### src/rtl/datapath_pkg.sv
// Shared definitions for the multi-cycle datapath.
//   state_t  : controller states FETCH, DECODE, EXEC, WB, HALT
//   OP_*     : primary opcode values (instruction bits [31:26])
//   FN_*     : R-type funct values (instruction bits [5:0])
//   alu_op_t : operation selector for alu_param
//   decode_alu / insn_known : map an instruction onto an ALU op / writability
package datapath_pkg;

    typedef enum logic [2:0] {FETCH, DECODE, EXEC, WB, HALT} state_t;

    localparam logic [5:0] OP_RTYPE = 6'h00;
    localparam logic [5:0] OP_ADDI  = 6'h08;
    localparam logic [5:0] OP_HALT  = 6'h3F;

    localparam logic [5:0] FN_ADD = 6'h20;
    localparam logic [5:0] FN_SUB = 6'h22;
    localparam logic [5:0] FN_AND = 6'h24;
    localparam logic [5:0] FN_OR  = 6'h25;
    localparam logic [5:0] FN_XOR = 6'h26;
    localparam logic [5:0] FN_NOR = 6'h27;
    localparam logic [5:0] FN_SLT = 6'h2A;

    typedef enum logic [3:0] {
        ALU_ADD, ALU_SUB, ALU_AND, ALU_OR, ALU_XOR, ALU_NOR, ALU_SLT
    } alu_op_t;

    // Unknown opcodes/functs still run through the adder so the flags have
    // a defined source; their result is simply never written back.
    function automatic alu_op_t decode_alu(input logic [5:0] opcode,
                                           input logic [5:0] funct);
        alu_op_t op;
        op = ALU_ADD;
        if (opcode == OP_RTYPE) begin
            case (funct)
                FN_SUB:  op = ALU_SUB;
                FN_AND:  op = ALU_AND;
                FN_OR:   op = ALU_OR;
                FN_XOR:  op = ALU_XOR;
                FN_NOR:  op = ALU_NOR;
                FN_SLT:  op = ALU_SLT;
                default: op = ALU_ADD;
            endcase
        end
        return op;
    endfunction

    function automatic logic insn_known(input logic [5:0] opcode,
                                        input logic [5:0] funct);
        logic known;
        known = 1'b0;
        if (opcode == OP_ADDI) begin
            known = 1'b1;
        end else if (opcode == OP_RTYPE) begin
            case (funct)
                FN_ADD, FN_SUB, FN_AND, FN_OR,
                FN_XOR, FN_NOR, FN_SLT: known = 1'b1;
                default:                known = 1'b0;
            endcase
        end
        return known;
    endfunction

endpackage

### src/rtl/alu_param.sv
// Combinational XLEN-wide ALU.
//   a, b   : operands
//   op     : operation select (alu_op_t)
//   result : operation result
//   n,z,c,v: negative, zero, carry (no-borrow for sub), signed overflow;
//            c and v are forced to 0 for everything except add and sub
module alu_param
    import datapath_pkg::*;
#(
    parameter int XLEN = 32
) (
    input  logic [XLEN-1:0] a,
    input  logic [XLEN-1:0] b,
    input  alu_op_t         op,
    output logic [XLEN-1:0] result,
    output logic            n,
    output logic            z,
    output logic            c,
    output logic            v
);

    logic [XLEN:0] sum;
    logic [XLEN:0] diff;
    logic          lt;

    assign sum  = {1'b0, a} + {1'b0, b};
    // Subtract as a + ~b + 1 so the carry-out reads as "no borrow".
    assign diff = {1'b0, a} + {1'b0, ~b} + (XLEN+1)'(1);
    assign lt   = $signed(a) < $signed(b);

    always_comb begin
        // NOTE: every output gets a default before the case so no path
        // through the block leaves one unassigned (which would infer a latch).
        result = '0;
        c      = 1'b0;
        v      = 1'b0;
        case (op)
            ALU_ADD: begin
                result = sum[XLEN-1:0];
                c      = sum[XLEN];
                v      = (a[XLEN-1] == b[XLEN-1]) && (result[XLEN-1] != a[XLEN-1]);
            end
            ALU_SUB: begin
                result = diff[XLEN-1:0];
                c      = diff[XLEN];
                v      = (a[XLEN-1] != b[XLEN-1]) && (result[XLEN-1] != a[XLEN-1]);
            end
            ALU_AND: result = a & b;
            ALU_OR:  result = a | b;
            ALU_XOR: result = a ^ b;
            ALU_NOR: result = ~(a | b);
            ALU_SLT: result = XLEN'(lt);
            default: result = '0;
        endcase
        n = result[XLEN-1];
        z = (result == '0);
    end

endmodule

### src/rtl/multicycle_datapath.sv
// Multi-cycle MIPS-subset core: FETCH -> DECODE -> EXEC -> WB, plus HALT.
//   clk, reset          : rising-edge clock, asynchronous active-low reset
//   imem_req, imem_addr : fetch request and byte address (current PC)
//   imem_valid, imem_data : instruction return from memory
//   Dout    : last written-back result
//   flags   : {N,Z,C,V} of the last executed ALU operation
//   retired : completed-instruction counter (wraps)
//   halted  : core has executed the halt opcode
module multicycle_datapath
    import datapath_pkg::*;
#(
    parameter int XLEN  = 32,
    parameter int NREGS = 32,
    parameter int PC_W  = 32,
    parameter int CNT_W = 16
) (
    input  logic             clk,
    input  logic             reset,
    output logic             imem_req,
    output logic [PC_W-1:0]  imem_addr,
    input  logic             imem_valid,
    input  logic [31:0]      imem_data,
    output logic [XLEN-1:0]  Dout,
    output logic [3:0]       flags,
    output logic [CNT_W-1:0] retired,
    output logic             halted
);

    localparam int RW = $clog2(NREGS);

    state_t            state, state_nx;
    logic [31:0]       ir;
    logic [PC_W-1:0]   pc;
    logic [XLEN-1:0]   a_q, b_q, alu_out;
    logic [XLEN-1:0]   regs [NREGS];

    // Instruction fields; register indices use only the low RW bits.
    logic [5:0]        opcode, funct;
    logic [RW-1:0]     rs_idx, rt_idx, rd_idx, wr_idx;
    logic [XLEN-1:0]   rs_val, rt_val, imm_sext;
    logic              wr_en;
    logic              unused_shamt;

    alu_op_t           alu_op;
    logic [XLEN-1:0]   alu_res;
    logic              alu_n, alu_z, alu_c, alu_v;

    assign opcode   = ir[31:26];
    assign funct    = ir[5:0];
    assign rs_idx   = ir[21 +: RW];
    assign rt_idx   = ir[16 +: RW];
    assign rd_idx   = ir[11 +: RW];
    assign imm_sext = XLEN'($signed(ir[15:0]));
    assign unused_shamt = ^ir[10:6];

    assign rs_val = (rs_idx == '0) ? '0 : regs[rs_idx];
    assign rt_val = (rt_idx == '0) ? '0 : regs[rt_idx];

    assign wr_idx = (opcode == OP_ADDI) ? rt_idx : rd_idx;
    assign wr_en  = insn_known(opcode, funct) && (wr_idx != '0);
    assign alu_op = decode_alu(opcode, funct);

    // Request drops immediately while reset is held, not just after the edge.
    assign imem_req  = (state == FETCH) && reset;
    assign imem_addr = pc;

    alu_param #(.XLEN(XLEN)) u_alu (
        .a      (a_q),
        .b      (b_q),
        .op     (alu_op),
        .result (alu_res),
        .n      (alu_n),
        .z      (alu_z),
        .c      (alu_c),
        .v      (alu_v)
    );

    always_ff @(posedge clk or negedge reset) begin
        // NOTE: sequential state uses non-blocking assignments so every
        // register samples values from before the edge.
        if (!reset) state <= FETCH;
        else        state <= state_nx;
    end

    always_comb begin
        state_nx = state;
        case (state)
            FETCH:   if (imem_valid) state_nx = DECODE;
            DECODE:  state_nx = (opcode == OP_HALT) ? HALT : EXEC;
            EXEC:    state_nx = WB;
            WB:      state_nx = FETCH;
            HALT:    state_nx = HALT;
            default: state_nx = FETCH;
        endcase
    end

    always_ff @(posedge clk or negedge reset) begin
        if (!reset) begin
            pc      <= '0;
            ir      <= '0;
            a_q     <= '0;
            b_q     <= '0;
            alu_out <= '0;
            Dout    <= '0;
            flags   <= '0;
            retired <= '0;
            halted  <= 1'b0;
            // NOTE: the register file is architecturally cleared by reset,
            // so it is built from flops rather than an inferred RAM.
            for (int i = 0; i < NREGS; i++) regs[i] <= '0;
        end else begin
            case (state)
                FETCH: begin
                    if (imem_valid) ir <= imem_data;
                end
                DECODE: begin
                    a_q <= rs_val;
                    b_q <= (opcode == OP_ADDI) ? imm_sext : rt_val;
                    if (opcode == OP_HALT) halted <= 1'b1;
                end
                EXEC: begin
                    alu_out <= alu_res;
                    flags   <= {alu_n, alu_z, alu_c, alu_v};
                end
                WB: begin
                    if (wr_en) begin
                        regs[wr_idx] <= alu_out;
                        Dout         <= alu_out;
                    end
                    pc      <= pc + PC_W'(4);
                    retired <= retired + CNT_W'(1);
                end
                default: ;
            endcase
        end
    end

endmodule

### config.mk
export PLATFORM = sky130hd
export DESIGN_NAME = multicycle_datapath
export DESIGN_NICKNAME = d
export VERILOG_FILES = /design/src/rtl/datapath_pkg.sv /design/src/rtl/alu_param.sv /design/src/rtl/multicycle_datapath.sv
export SDC_FILE = /design/constraint.sdc
export NUM_CORES = 2
export LEC_CHECK = 0
export ABC_AREA = 1
export CAP_MARGIN = 5
export CELL_PAD_IN_SITES_DETAIL_PLACEMENT = 0
export CELL_PAD_IN_SITES_GLOBAL_PLACEMENT = 2
export CORE_AREA = 2 2 541 543
export CTS_BUF_LIST = sky130_fd_sc_hd__clkbuf_8
export DETAILED_ROUTE_END_ITERATION = 8
export DIE_AREA = 0 0 543 545
export GPL_TIMING_DRIVEN = 0
export PLACE_DENSITY_LB_ADDON = 0.08
export SETUP_SLACK_MARGIN = 0.1
export SYNTH_ARGS = -nofsm -noshare
export SYNTH_HDL_FRONTEND = slang
export SYNTH_SLANG_ARGS = --single-unit
### constraint.sdc
create_clock -name clk -period 2.8 [get_ports clk]
set_input_delay 0.56 -clock clk [delete_from_list [all_inputs] [get_ports clk]]
set_output_delay 0.56 -clock clk [all_outputs]
set_load 0.05 [all_outputs]
# Word-level counts from Yosys, hierarchy flattened
# Index checks and enable logic that the tools add are counted.
[totals] reg_bits=1240 latch_bits=0 ram_bits=0 rom_bits=0 input_bits=35 n_memories=0
[classes] addsub=5 multipliers=0 div_mod_pow=0 magnitude_cmp=5 eq_ne=24 shift=0 n_mux=24 bitwise=8 n_reduce_logical=16
[ops] operator="1024-bit bitwise mux" count=1
[ops] operator="32-bit binary-select mux with 5-bit select" count=2
[ops] operator="32-bit two-way mux" count=8
[ops] operator="32-bit case mux with 7 select lines" count=1
[ops] operator="32-bit demux with 5-bit select" count=1
[ops] operator="32-bit by 32-bit adder with 33-bit output" count=2
[ops] operator="32-bit inverter" count=2
[ops] operator="6-bit equality test, second input constant" count=8
[ops] operator="33-bit by 1-bit adder with 33-bit output, second input constant" count=1
[ops] operator="32-bit by 3-bit adder with 32-bit output, second input constant" count=1
[ops] operator="32-bit AND" count=1
[ops] operator="32-bit zero test" count=1
[ops] operator="32-bit less-than comparator" count=1
[ops] operator="32-bit bitwise OR" count=1
[ops] operator="32-bit bitwise XOR" count=1
[ops] operator="6-bit >= comparator, second input constant" count=3
[ops] operator="5-bit inverter with 6-bit output" count=3
[ops] operator="3-bit case mux with 6 select lines" count=1
[ops] operator="16-bit by 1-bit adder with 16-bit output, second input constant" count=1
[ops] operator="3-bit by 2-bit equality test with 1-bit output, second input constant" count=4
[ops] operator="3-bit equality test, second input constant" count=4
[ops] operator="3-bit case mux with 4 select lines" count=1
[ops] operator="5-bit zero test" count=2
[ops] operator="3-bit two-way mux" count=3
[ops] operator="16 further kinds" count=28

# Depth between registers and ports, before layout
[depth] ltp_word=8 ltp_mapped=23 depth_no_buf=22

# By module
# Synthesis repeated with hierarchy kept, for this count alone.
[unflattened] cells_unflattened=11748 area_unflattened_um2=77334.2
[modules_own_cells] mod="multicycle_datapath" n_inst=1 cells_each=10347 area_each_um2=69945.8 seq_area_each_um2=30979.7
[modules_own_cells] mod="alu_param" n_inst=1 cells_each=1401 area_each_um2=7388.3 seq_area_each_um2=0.0

# Worst setup path after synthesis
# Ideal clock, no wire load.
[synth_timing] path_type="reg-to-reg" startpoint="register pc[2], in the netlist imem_addr[2]" endpoint="register pc[28], in the netlist imem_addr[28]" setup_time_ns=0.082 t_arrival_ns=2.593 required_ns=2.718 setup_slack_ns=0.125 path_stages_with_launch=11 n_path_buf=0 period_less_slack_ns=2.675 path_cell_list="dfrtp_1 > ha_1 > nand3_1 > nor2_1 > nand2_1 > nor2_1 > nand4_1 > nor4_1 > nand4_1 > nor3_1 > xor2_1"
[synth_via] elab_chain_cells=1
[synth_lines] item="start: declaration" line="multicycle_datapath.sv:33" text="logic [PC_W-1:0] pc;"
[synth_lines] item="start signal: assignment" line="multicycle_datapath.sv:130" text="pc <= pc + PC_W'(4);"
[synth_lines] item="32-bit by 3-bit adder with 32-bit output" line="multicycle_datapath.sv:130"
# No other way between the ends.
# A chain may end at the register's enable or synchronous reset.

# Worst setup path after layout
[layout_timing] startpoint="register ir[16]" endpoint="register b_q[19]"
[layout_via] elab_chain_cells=6 elab_cells_between_ends=7
[layout_lines] item="start: declaration" line="multicycle_datapath.sv:32" text="logic [31:0] ir;"
[layout_lines] item="start signal: assignment" line="multicycle_datapath.sv:114" text="if (imem_valid) ir <= imem_data;"
[layout_lines] item="5-bit inverter with 6-bit output (not written as such)" line="multicycle_datapath.sv:57" text="assign rt_val = (rt_idx == '0) ? '0 : regs[rt_idx];"
[layout_lines] item="32-bit binary-select mux with 5-bit select" line="multicycle_datapath.sv:57"
[layout_lines] item="32-bit two-way mux (not written as such) (2 in a row)" line="multicycle_datapath.sv:57"
[layout_lines] item="32-bit two-way mux *" line="multicycle_datapath.sv:57"
[layout_lines] item="32-bit two-way mux *" line="multicycle_datapath.sv:118" text="b_q <= (opcode == OP_ADDI) ? imm_sext : rt_val;"
[layout_lines] item="end signal: assignment" line="multicycle_datapath.sv:118"
[layout_lines] item="end: declaration" line="multicycle_datapath.sv:34" text="logic [XLEN-1:0] a_q, b_q, alu_out;"
# Mark *: on every way between the ends. The rest lies on a longest branch, timed or not. The select of a mux whose other input is x is not followed.

==> results.json <==
{
  "run_status": "finished with violations",
  "failing_checks": "capacitance limit, slew limit, setup timing",
  "drt-wirelength-per-cell_um": 41.3,
  "drive_above_1_share": 0.181,
  "post_synth_instance_area_mm2": 0.0692,
  "postRouteWirelength_um": 591000,
  "hold_path.class": "input pin to asynchronous set/reset pin",
  "detailed_place_hpwl_um": 438000,
  "drt_drc_violations_left": 0,
  "cap_viol_max_count": 1,
  "setup_repair_after_global_routing_missed_its_margin": "yes",
  "max-vdd-ir-drop_mv": 1.00,
  "post_layout_nonfiller_instances": 14300,
  "timing.final.crit_share": 1.16,
  "ant_nets": 0,
  "cts.sinks": 1237,
  "via_count": 81800,
  "category_of_the_worst_setup_path_capture_point": "flop",
  "area_enclosed_by_the_die_boundary_mm2": 0.296,
  "wire_length_of_the_first_global_routing_pass_um": 756000,
  "ctsHtreeMaxLevel": 5,
  "grt_pass1_vias": 76600,
  "timing_worst_setup_path_type": "flop to flop",
  "worst_r2r_path_depth": 10,
  "avgSynthCellArea_um2": 7.31,
  "hold_viol_final": 0,
  "critical_path.reg2reg.endpoint": "b_q[19]$_DFFE_PN0P_",
  "synthArstFlopShare": 1.00,
  "final.min_clock_period_ns": 3.24,
  "synth-edff-count": 0,
  "final_net_count": 10300,
  "ys_seq_elements": 1237,
  "setup.worst_path.start_class": "flop",
  "power.density_mw_per_mm2": 1340,
  "timing.reg2reg.setup_slack_ns": -0.44,
  "detail_route.iter0.violations": 11300,
  "worst_clock_skew_ns": 0.106,
  "clk_latency_ns": 1.14,
  "layout.core_utilization": 0.321,
  "largest_net_degree_at_the_start_of_global_routing": 142,
  "globalRoute.totalOverflow": 0,
  "die_height_um": 545,
  "p_clk_frac": 0.167,
  "maxSlewViolCount": 10,
  "worst_slew_pin_slew_ns": 1.50,
  "p_sw_mw": 74.4,
  "cts_max_path_buffers": 4,
  "io_pins": 121,
  "post_synthesis_cell_count": 9465,
  "globalRouteTotalUtil": 0.387,
  "clk_pin_slew_worst_paths_ns": 0.06,
  "yosys_warnings": 0,
  "crit_start": "ir[16]$_DFFE_PN0P_",
  "antenna_violations_before_repair": 111,
  "synth_top_area_frac": 0.447,
  "layout.filler_cells": 31300,
  "vias_per_cell": 5.71,
  "numCtsBuffers": 270,
  "fmaxAchievable_mhz": 309,
  "gpl.final_weighted_congestion": 1.03,
  "post_route_worst_setup_slack_ns": -0.436,
  "standard_cell_row_count": 198,
  "fraction_of_the_yosys_area_taken_by_sequential_cells": 0.447,
  "synth.distinct_cells": 50,
  "detail_route.first_pass.iterations": 9,
  "critical_path_required_ns": 3.68,
  "worst_endpoint_data_arrival_time_ns": 4.12,
  "comb_power_share": 0.668,
  "r2r-start": "ir[16]$_DFFE_PN0P_",
  "starting_density_of_the_core": 0.239,
  "cts_root_buf": "sky130_fd_sc_hd__clkbuf_8",
  "synth_ff_type": "sky130_fd_sc_hd__dfrtp_1",
  "relSlewSlack": -0.00117,
  "netSwitchingFraction": 0.595,
  "tritoncts_clock_tree": "done",
  "power_report.internal_total_mw": 50.7,
  "final-setup-viol-count": 1025,
  "yosysTopAreaCell": "sky130_fd_sc_hd__dfrtp_1",
  "crit_path_max_fanout": 11,
  "buffer_ports.inserted": 118,
  "floorplan.die.width_um": 543,
  "ys_top_cells_by_area": "sky130_fd_sc_hd__dfrtp_1 45%, sky130_fd_sc_hd__o21ai_0 14%, sky130_fd_sc_hd__nand2_1 13%",
  "sequentialPowerShare": 0.164,
  "syn2layout_area_growth_pct": 34.5,
  "pleak_nw": 40.1,
  "placedCellCount": 13600,
  "core_region_area_mm2": 0.290
}
logic make-up (layout without fill, tap and decap cells):
kind of cell               after synthesis  after routing  synth area share
and+or+nand+nor                       3535           3540             0.204
AOI/OAI and AO/OA                     3080           3080             0.242
buffers and inverters                 1449           2323            0.0797
DFF                                   1237           1237             0.447
adders and majority gates              107            107            0.0196
xor gates and xnor gates                42             42           0.00531
muxes                                   14             14           0.00228
other                                    1             81         0.0000542
sequential cells by signal, summed over array words and instances, names as in the netlist:
signal     flops
Dout          32
regs        1024
retired       16
ir            32
state          3
b_q           32
halted         1
imem_addr     30
flags          4
a_q           32
alu_out       31
power by group through the flow:
stage | Clock [mW] | Combinational [mW] | Sequential, mW
6_report | 21.0 | 83.6 | 20.6
5_1_grt | 21.9 | 82.8 | 20.7
4_1_cts | 21.2 | 77.1 | 20.5
3_5_place_dp | 0 | 67.7 | 20.7
3_3_place_gp | 0 | 65.6 | 20.7
2_1_floorplan | 0 | 25.3 | 20.9
worst max-delay path: stages, from the launching register on:
cell and delay, ns:
sky130_fd_sc_hd__dfrtp_4 0.54, sky130_fd_sc_hd__buf_4 0.21, sky130_fd_sc_hd__clkbuf_16 0.22, sky130_fd_sc_hd__clkbuf_8 0.21, sky130_fd_sc_hd__buf_12 0.18, sky130_fd_sc_hd__nor2_1 0.17
sky130_fd_sc_hd__o221ai_1 0.16, sky130_fd_sc_hd__nand3_2 0.18, sky130_fd_sc_hd__nand4_1 0.56, sky130_fd_sc_hd__nand3_4 0.40, sky130_fd_sc_hd__a22oi_1 0.10
area by class of cell:
type | count | area (um2) | share of cell area
clock buffers | 324 | 4460 | 0.0479
plain buffers | 781 | 7040 | 0.0757
multi-input cells | 6785 | 36300 | 0.389
inverters | 638 | 2430 | 0.0261
repair buffers | 447 | 6090 | 0.0654
flip-flops and latches | 1237 | 31000 | 0.333
clock inverters | 133 | 779 | 0.00837
diodes | 79 | 198 | 0.00212
well taps | 3900 | 4880 | 0.0524
cells in the mapped netlist (2+ instances only):
cell type                  instances
sky130_fd_sc_hd__mux2_2           14
sky130_fd_sc_hd__inv_1           629
sky130_fd_sc_hd__dfrtp_1        1237
sky130_fd_sc_hd__ha_1            105
sky130_fd_sc_hd__a22oi_1          32
sky130_fd_sc_hd__o221ai_1         55
sky130_fd_sc_hd__o21bai_1          9
sky130_fd_sc_hd__a221oi_1         75
sky130_fd_sc_hd__buf_4             5
sky130_fd_sc_hd__o21ai_0        1984
sky130_fd_sc_hd__or2_2             6
sky130_fd_sc_hd__nand3b_1          2
sky130_fd_sc_hd__o22ai_1         198
sky130_fd_sc_hd__nor4_1            3
sky130_fd_sc_hd__o21ai_2           4
sky130_fd_sc_hd__nor3_1           20
sky130_fd_sc_hd__nand4_1          72
sky130_fd_sc_hd__nand2_1        2315
sky130_fd_sc_hd__nand3_1         325
sky130_fd_sc_hd__and3_1            2
sky130_fd_sc_hd__nand4_2          20
sky130_fd_sc_hd__buf_1            41
sky130_fd_sc_hd__o311ai_0         16
sky130_fd_sc_hd__xor2_1           25
sky130_fd_sc_hd__a21oi_1         414
sky130_fd_sc_hd__fa_1              2
sky130_fd_sc_hd__a31oi_1           2
sky130_fd_sc_hd__clkbuf_1        716
sky130_fd_sc_hd__buf_2            48
sky130_fd_sc_hd__a32o_1           31
sky130_fd_sc_hd__o211ai_1         40
sky130_fd_sc_hd__nor3_2            2
sky130_fd_sc_hd__nor2_1          752
sky130_fd_sc_hd__a32oi_1          32
sky130_fd_sc_hd__inv_2             9
sky130_fd_sc_hd__xnor2_1          17
sky130_fd_sc_hd__nor2_2            4
sky130_fd_sc_hd__nand2_2           8
sky130_fd_sc_hd__o21ai_1         183
how the worst max path moves through the flow:
stage | to | cells past startpoint
6_report | b_q[19]$_DFFE_PN0P_ | 10
5_1_grt | regs[744]$_DFFE_PN0P_ | 17
3_5_place_dp | b_q[29]$_DFFE_PN0P_ | 13
3_3_place_gp | retired[15]$_DFFE_PN0N_ | 1
4_1_cts | b_q[4]$_DFFE_PN0P_ | 11
2_1_floorplan | imem_addr[28]$_DFFE_PN0N_ | 10
per-stage QoR:
| stage | setup TNS [ns] | hold slack [ns] | total power [mW] | setup WS (ns) | cell area (um2) |
|---|---|---|---|---|---|
| 6_report | -99.30 | 0.0400 | 125 | -0.436 | 93100 |
| 5_1_grt | -193.38 | 0.0398 | 125 | -0.317 | 93000 |
| 2_1_floorplan | 0 | 0.264 | 46.2 | 0.125 | 69200 |
| 3_5_place_dp | -2568.79 | 0.446 | 88.4 | -3.15 | 76900 |
| 4_1_cts | -67.05 | 0.00715 | 119 | -0.296 | 90700 |
| 3_3_place_gp | - | 0.441 | 86.4 | -62.69 | 75300 |
layer usage:
layer,routed length (um),vias to the layer above,GRT usage
met5,290,-,0
li1,-,33300,-
met3,57500,1473,0.104
met2,243000,5216,0.555
met4,52100,38,0.294
met1,239000,41700,0.493
what timing repair did:
| action | CTS | global route |
|---|---|---|
| hold endpoints to repair | 354 | 0 |
| gates resized for setup | 1740 | 524 |
| pin swaps | 155 | 67 |
| hold buffers | 19 | 0 |
| endpoints found under the setup margin | 1376 | 1370 |
| setup buffers | 141 | 60 |
| gates cloned | 19 | 16 |
layout by cell type, fill, tap and decap left out, types with 25 or more instances in the layout:
cell type	synthesis	routed
sky130_fd_sc_hd__o21ai_1	183	261
sky130_fd_sc_hd__nor2_4	1	39
sky130_fd_sc_hd__ha_1	105	76
sky130_fd_sc_hd__clkbuf_16	0	76
sky130_fd_sc_hd__nand3_1	325	266
sky130_fd_sc_hd__o22ai_1	198	157
sky130_fd_sc_hd__buf_16	0	37
sky130_fd_sc_hd__buf_12	0	95
sky130_fd_sc_hd__nand3_2	1	42
sky130_fd_sc_hd__nand4_1	72	72
sky130_fd_sc_hd__o21ai_0	1984	1855
sky130_fd_sc_hd__nand2_1	2315	2243
sky130_fd_sc_hd__buf_4	5	185
sky130_fd_sc_hd__a21oi_1	414	399
sky130_fd_sc_hd__o22ai_2	0	34
sky130_fd_sc_hd__nor2_1	752	675
sky130_fd_sc_hd__clkbuf_8	0	417
sky130_fd_sc_hd__clkbuf_1	716	173
sky130_fd_sc_hd__diode_2	0	79
sky130_fd_sc_hd__buf_8	0	57
sky130_fd_sc_hd__clkbuf_4	0	147
sky130_fd_sc_hd__clkdlybuf4s50_1	0	116
sky130_fd_sc_hd__xor2_1	25	25
sky130_fd_sc_hd__a22oi_1	32	26
sky130_fd_sc_hd__o21ai_2	4	38
sky130_fd_sc_hd__buf_2	48	33
sky130_fd_sc_hd__clkbuf_2	1	134
sky130_fd_sc_hd__a221oi_2	0	28
sky130_fd_sc_hd__nand2_2	8	54
sky130_fd_sc_hd__dfrtp_1	1237	1231
sky130_fd_sc_hd__buf_6	0	59
sky130_fd_sc_hd__inv_2	9	28
sky130_fd_sc_hd__o221ai_1	55	37
sky130_fd_sc_hd__a221oi_1	75	36
sky130_fd_sc_hd__o211ai_1	40	40
sky130_fd_sc_hd__inv_1	629	687
sky130_fd_sc_hd__nor2_2	4	43
(Power assumes the default switching activity.)
